`config.mk`:
```
export PLATFORM = sky130hd
export DESIGN_NAME = commit_ring_mc
export DESIGN_NICKNAME = d
export VERILOG_FILES = /design/src/rtl/commit_ring_pkg.sv /design/src/rtl/updown_counter.sv /design/src/rtl/commit_ring_mc.sv
export SDC_FILE = /design/constraint.sdc
export NUM_CORES = 1
export LEC_CHECK = 0
export ABC_CLOCK_PERIOD_IN_PS = 4380
export CORE_MARGIN = 1
export CORE_UTILIZATION = 62
export CTS_BUF_LIST = sky130_fd_sc_hd__clkbuf_8
export DETAILED_ROUTE_END_ITERATION = 6
export GPL_TIMING_DRIVEN = 0
export PLACE_DENSITY = 0.82
export SYNTH_ARGS = -nofsm -noshare
export SYNTH_HDL_FRONTEND = slang
export SYNTH_SLANG_ARGS = --single-unit
```
`constraint.sdc`:
```
create_clock -name clk -period 4.38 [get_ports clk]
set_clock_uncertainty 0.05 [all_clocks]
set_input_delay 0.876 -clock clk [delete_from_list [all_inputs] [get_ports clk]]
set_output_delay 0.876 -clock clk [all_outputs]
set_load 0.01 [all_outputs]
```
`src/rtl/commit_ring_pkg.sv`:
```
// Shared types and constants for the in-order commit ring.
// Entry layout is fixed here so every consumer of the ring agrees on it.
package commit_ring_pkg;

   // Upper bound on the channel index width carried inside a ring entry.
   localparam int CH_W_MAX = 4;

   localparam int CH_GPR = 0;
   localparam int CH_FPR = 1;
   localparam int CH_SW  = 2;
   localparam int CH_OUT = 3;
   localparam int CH_B   = 4;

   typedef struct packed {
      logic                valid;
      logic [CH_W_MAX-1:0] ch;
      logic                mark;
   } commit_ring_entry_t;

endpackage

```
`src/rtl/updown_counter.sv`:
```
// Registered up/down occupancy counter with synchronous clear.
// A simultaneous inc and dec leaves the value unchanged.
module updown_counter #(
   parameter int W = 5
) (
   input  logic         clk,
   input  logic         reset_n,
   input  logic         inc,
   input  logic         dec,
   input  logic         clr,
   output logic [W-1:0] q
);

   always_ff @(posedge clk or negedge reset_n) begin
      if (!reset_n) begin
         q <= '0;
      end else if (clr) begin
         q <= '0;
      end else if (inc && !dec) begin
         q <= q + W'(1);
      end else if (dec && !inc) begin
         q <= q - W'(1);
      end
   end

endmodule

```
`src/rtl/commit_ring_mc.sv`:
```
// In-order commit ring: records the commit class of each issued instruction and
// retires the oldest one to its channel. Optional per-channel counters: COMMIT_RING_CH_COUNT_EN.
module commit_ring_mc
   import commit_ring_pkg::*;
#(
   parameter int DEPTH_LOG = 4,
   parameter int N_CH      = 5,
   parameter int CH_W      = $clog2(N_CH)
) (
   input  logic                          clk,
   input  logic                          reset_n,
   input  logic                          issue_valid,
   output logic                          issue_ready,
   input  logic [CH_W-1:0]               issue_ch,
   input  logic                          issue_mark,
   output logic [DEPTH_LOG-1:0]          issue_tag,
   output logic [N_CH-1:0]               commit_valid,
   input  logic [N_CH-1:0]               commit_ready,
   output logic [DEPTH_LOG-1:0]          commit_tag,
   input  logic                          flush,
`ifdef COMMIT_RING_CH_COUNT_EN
   output logic [N_CH*(DEPTH_LOG+1)-1:0] ch_count,
`endif
   output logic [DEPTH_LOG:0]            count,
   output logic [DEPTH_LOG:0]            mark_count
);

   localparam int DEPTH = 1 << DEPTH_LOG;
   localparam int CNT_W = DEPTH_LOG + 1;
   localparam logic [CNT_W-1:0] FULL = CNT_W'(DEPTH);

   commit_ring_entry_t   ring [DEPTH];
   commit_ring_entry_t   head;
   logic [DEPTH_LOG-1:0] issue_ptr;
   logic [DEPTH_LOG-1:0] commit_ptr;
   logic                 issue_fire;
   logic                 commit_fire;

   // Handshakes: a transfer happens in a cycle where valid and ready are both high;
   // ready never looks at the same-cycle valid of the other side, and flush cancels both.
   assign head        = ring[commit_ptr];
   assign issue_ready = (count != FULL);
   assign issue_tag   = issue_ptr;
   assign commit_tag  = commit_ptr;
   assign issue_fire  = issue_valid && issue_ready && !flush;
   assign commit_fire = (|(commit_valid & commit_ready)) && !flush;

   always_comb begin
      commit_valid = '0;
      for (int c = 0; c < N_CH; c++) begin
         commit_valid[c] = head.valid && (head.ch == CH_W_MAX'(c));
      end
   end

   // Issue and commit never touch the same slot: that would need a full ring.
   always_ff @(posedge clk or negedge reset_n) begin
      if (!reset_n) begin
         issue_ptr  <= '0;
         commit_ptr <= '0;
         for (int i = 0; i < DEPTH; i++) ring[i] <= '0;
      end else if (flush) begin
         issue_ptr  <= '0;
         commit_ptr <= '0;
         for (int i = 0; i < DEPTH; i++) ring[i].valid <= 1'b0;
      end else begin
         if (issue_fire) begin
            ring[issue_ptr] <= '{valid: 1'b1, ch: CH_W_MAX'(issue_ch), mark: issue_mark};
            issue_ptr       <= issue_ptr + DEPTH_LOG'(1);
         end
         if (commit_fire) begin
            ring[commit_ptr].valid <= 1'b0;
            commit_ptr             <= commit_ptr + DEPTH_LOG'(1);
         end
      end
   end

   updown_counter #(.W(CNT_W)) u_count (
      .clk     (clk),
      .reset_n (reset_n),
      .inc     (issue_fire),
      .dec     (commit_fire),
      .clr     (flush),
      .q       (count)
   );

   updown_counter #(.W(CNT_W)) u_mark_count (
      .clk     (clk),
      .reset_n (reset_n),
      .inc     (issue_fire && issue_mark),
      .dec     (commit_fire && head.mark),
      .clr     (flush),
      .q       (mark_count)
   );

`ifdef COMMIT_RING_CH_COUNT_EN
   for (genvar c = 0; c < N_CH; c++) begin : g_ch_count
      updown_counter #(.W(CNT_W)) u_ch_count (
         .clk     (clk),
         .reset_n (reset_n),
         .inc     (issue_fire && (issue_ch == CH_W'(c))),
         .dec     (commit_fire && (head.ch == CH_W_MAX'(c))),
         .clr     (flush),
         .q       (ch_count[c*CNT_W +: CNT_W])
      );
   end
`endif

endmodule

```
==> results.toml <==
[timing]
min_period_ns = 4.146
drv_slew = 0
worst_pin_slew_ns = 1.197
period_share = 0.9465
fin_setup_tns_ns = 0
relSlewSlack = 0.1958
max_freq_mhz = 241.2
finalSetupViolCount = 0
hold_viol = 0

[critical_path]
crit_family = "multiplexers"
cp-end-kind = "register"
crit_top_cell = "mux2i_1"
critPathKind = "register to register"
crit_path_max_incr_delay_ns = 0.56
crit_buf_inv = 1
cp_max_fo = 8
worstPathArrival_ns = 4.42
path_cells = "buf_6 -> mux4_1 -> mux2i_1 -> nor3b_1 -> o211ai_1 -> a31o_4 -> a21boi_4 -> nand3b_1 -> ha_1 -> a21o_1 -> a21oi_1 -> nor2_1 -> mux2i_1 -> mux2_2"
worst_setup_path_start_kind = "register"
slowest_stage = "mux4_1"
cp.required_ns = 4.65

[floorplanning]
die_h_um = 98.73
die_w_um = 98.73
start_util = 0.6524
die_area_um2 = 9747
coreArea_um2 = 8891
rows = 34
num_io_pins = 37

[clocking]
clock_latency_ns = 0.43
cts_resized = 0
ctsHoldBuffers = 0
cts_tree = "yes"
cts.clk_slew.worst_paths_ns = 0.08
htreeDepth = 4
cts_root_buf = "clkbuf_8"
post-cts-setup-buffer-count = 0
clockBufferDepth = 2
cts_made_buffers = 17
cts.sinks = 114

[grt]
busiest_layer = "met2"
grt_pass1_wl_um = 21480
grt_use_met2 = 0.4767
use_met1 = 0.3959
overflow = 0
grtUsageTotal = 0.2995
grt_max_degree = 71
antenna_found_initial = 0
grt_pass1_vias = 4100
grtUsageMet3 = 0.07660

[placement]
place_congestion = 0.9206
placedInstanceArea_um2 = 6311
hpwl_um = 9073
io_buffers = 35

[synth]
yosysTopAreaCellShare = 0.4918
synthXorXnorAreaFrac = 0.01790
yosysWarnings = 0
synthAdderAreaFrac = 0.03710
synth_top_family_by_area = "multiplexers"
yosysTopAreaCell = "dfrtp_1"
synthSimpleGateAreaFrac = 0.1195
mappedNetlistArea_um2 = 5801
synth_compound_area_frac = 0.07312
seq_area_frac_synth = 0.4918
synthCells = 453
ys_types = 52
syn_nets = 482
synth_area_leaders = "dfrtp_1 49%, mux2_2 13%, mux4_1 5.9%"
yosys_register_bits = 114
synth_area_per_cell_um2 = 12.80
muxShareOfSynthArea = 0.2375

[finish]
drive_gt1_frac = 0.2438
utilization = 0.7572
n_antenna_cell = 0
fin_area_um2 = 6733
nets = 537
final_common_cell = "dfrtp_1"
regArea_um2 = 2853
fillers = 572
multi_input_area_um2 = 2814
final_cell_mix = "114 x dfrtp_1, 65 x mux2_2, 43 x nor2_1"
area_growth_pct = 16.07

[power_and_ir_drop]
ir_worst_vdd_v = 0.0002757
leakage_nw = 3.088
p_per_area_nw_per_um2 = 451.8

[route]
wl_per_cell_um = 21.01
route.detailed.drc = 0
drt_pass1_iterations = 7
antenna_left = 0
drt-initial-drc-count = 266
wirelength_um = 13220
vias = 3942
vias_per_cell = 6.267

[status]
status = "finished clean"

[job]
cap_violations = 0

[worst_hold_path]
min_path_type = "input pin to asynchronous set/reset pin"
## cells in the mapped netlist (all sizes together)
| cell | count |
|---|---|
| dfrtp | 114 |
| mux2 | 68 |
| nor2 | 43 |
| nor2b | 26 |
| mux4 | 21 |
| nand2b | 21 |
| nand2 | 16 |
| clkbuf | 14 |
| ha | 14 |
| a311oi | 13 |
| a21oi | 10 |
| mux2i | 9 |
| nor3 | 8 |
| o21ai | 7 |
| xnor2 | 7 |
| buf | 6 |
| a21o | 5 |
| inv | 5 |
| and2 | 4 |
| nand3 | 4 |
| o211ai | 4 |
| o32a | 4 |
| xor2 | 4 |
| nor3b | 3 |
| a22oi | 2 |
| and3 | 2 |
| fa | 2 |
| o21a | 2 |
| o22ai | 2 |
| or2 | 2 |
| a2111oi | 1 |
| a211oi | 1 |
| a21boi | 1 |
| a31o | 1 |
| a31oi | 1 |
| and2b | 1 |
| clkinv | 1 |
| nand3b | 1 |
| nand4 | 1 |
| or3 | 1 |
| or4 | 1 |
## cell type report
class                   count  share of cell area
flip-flops and latches    114              0.4237
multi-input cells         313              0.4180
repair buffers             37             0.05687
clock buffers              18             0.03680
clock inverters            14             0.02434
well taps                 108             0.02007
plain buffers              19             0.01635
inverters                   6            0.003903
## per-stage QoR
stage / setup slack [ns] / instances / power, mW / hold slack [ns]
CTS: 0.09999 / 629 / 3.045 / 0.4098
global placement: -1.759 / 596 / 2.002 / 0.4218
floorplan: 0.7071 / 453 / 1.778 / 0.4046
global route: -0.01331 / 629 / 3.186 / 0.4278
detailed placement: 0.1125 / 597 / 2.039 / 0.4266
finish: 0.2342 / 629 / 3.042 / 0.4029
## metal layers
metal  wire length, µm  vias to the layer above
li1                  -                     1760
met1              5726                     1986
met2              6261                      162
met3               824                       34
met4               405                        0
met5                 0                        -
## final timing paths
| check | startpoint | to | slack (ns) | depth (start not counted) |
|---|---|---|---|---|
| max | commit_tag[1] | u_mark_count.q[4] | 0.23 | 14 |
| min | reset_n | u_mark_count.q[1] | 0.40 | 1 |
| max reg2reg | commit_tag[1] | u_mark_count.q[4] | 0.23 | 14 |
| min reg2reg | register | register | 0.45 | 1 |
| max in group asynchronous | reset_n | asynchronous set/reset pin | 3.12 | 2 |
| min in group clk | register | register | 0.45 | 1 |
## where the power goes
| group | total [mW] | switching [mW] | leakage, nW | internal (mW) |
|---|---|---|---|---|
| sequential | 1.26 | 0.0886 | 1.56 | 1.17 |
| clock | 1.01 | 0.436 | 0.210 | 0.575 |
| combinational | 0.774 | 0.372 | 1.32 | 0.402 |
| total | 3.04 | 0.897 | 3.09 | 2.14 |
## cell families after synthesis
family	after synthesis
multiplexers	98
flip-flops	114
XOR/XNOR	11
buffers and inverters	26
AO/OA/AOI/OAI	54
adder cells (fa/ha/maj)	16
AND/OR/NAND/NOR	134
No activity file was read; power rests on OpenSTA's default activity.
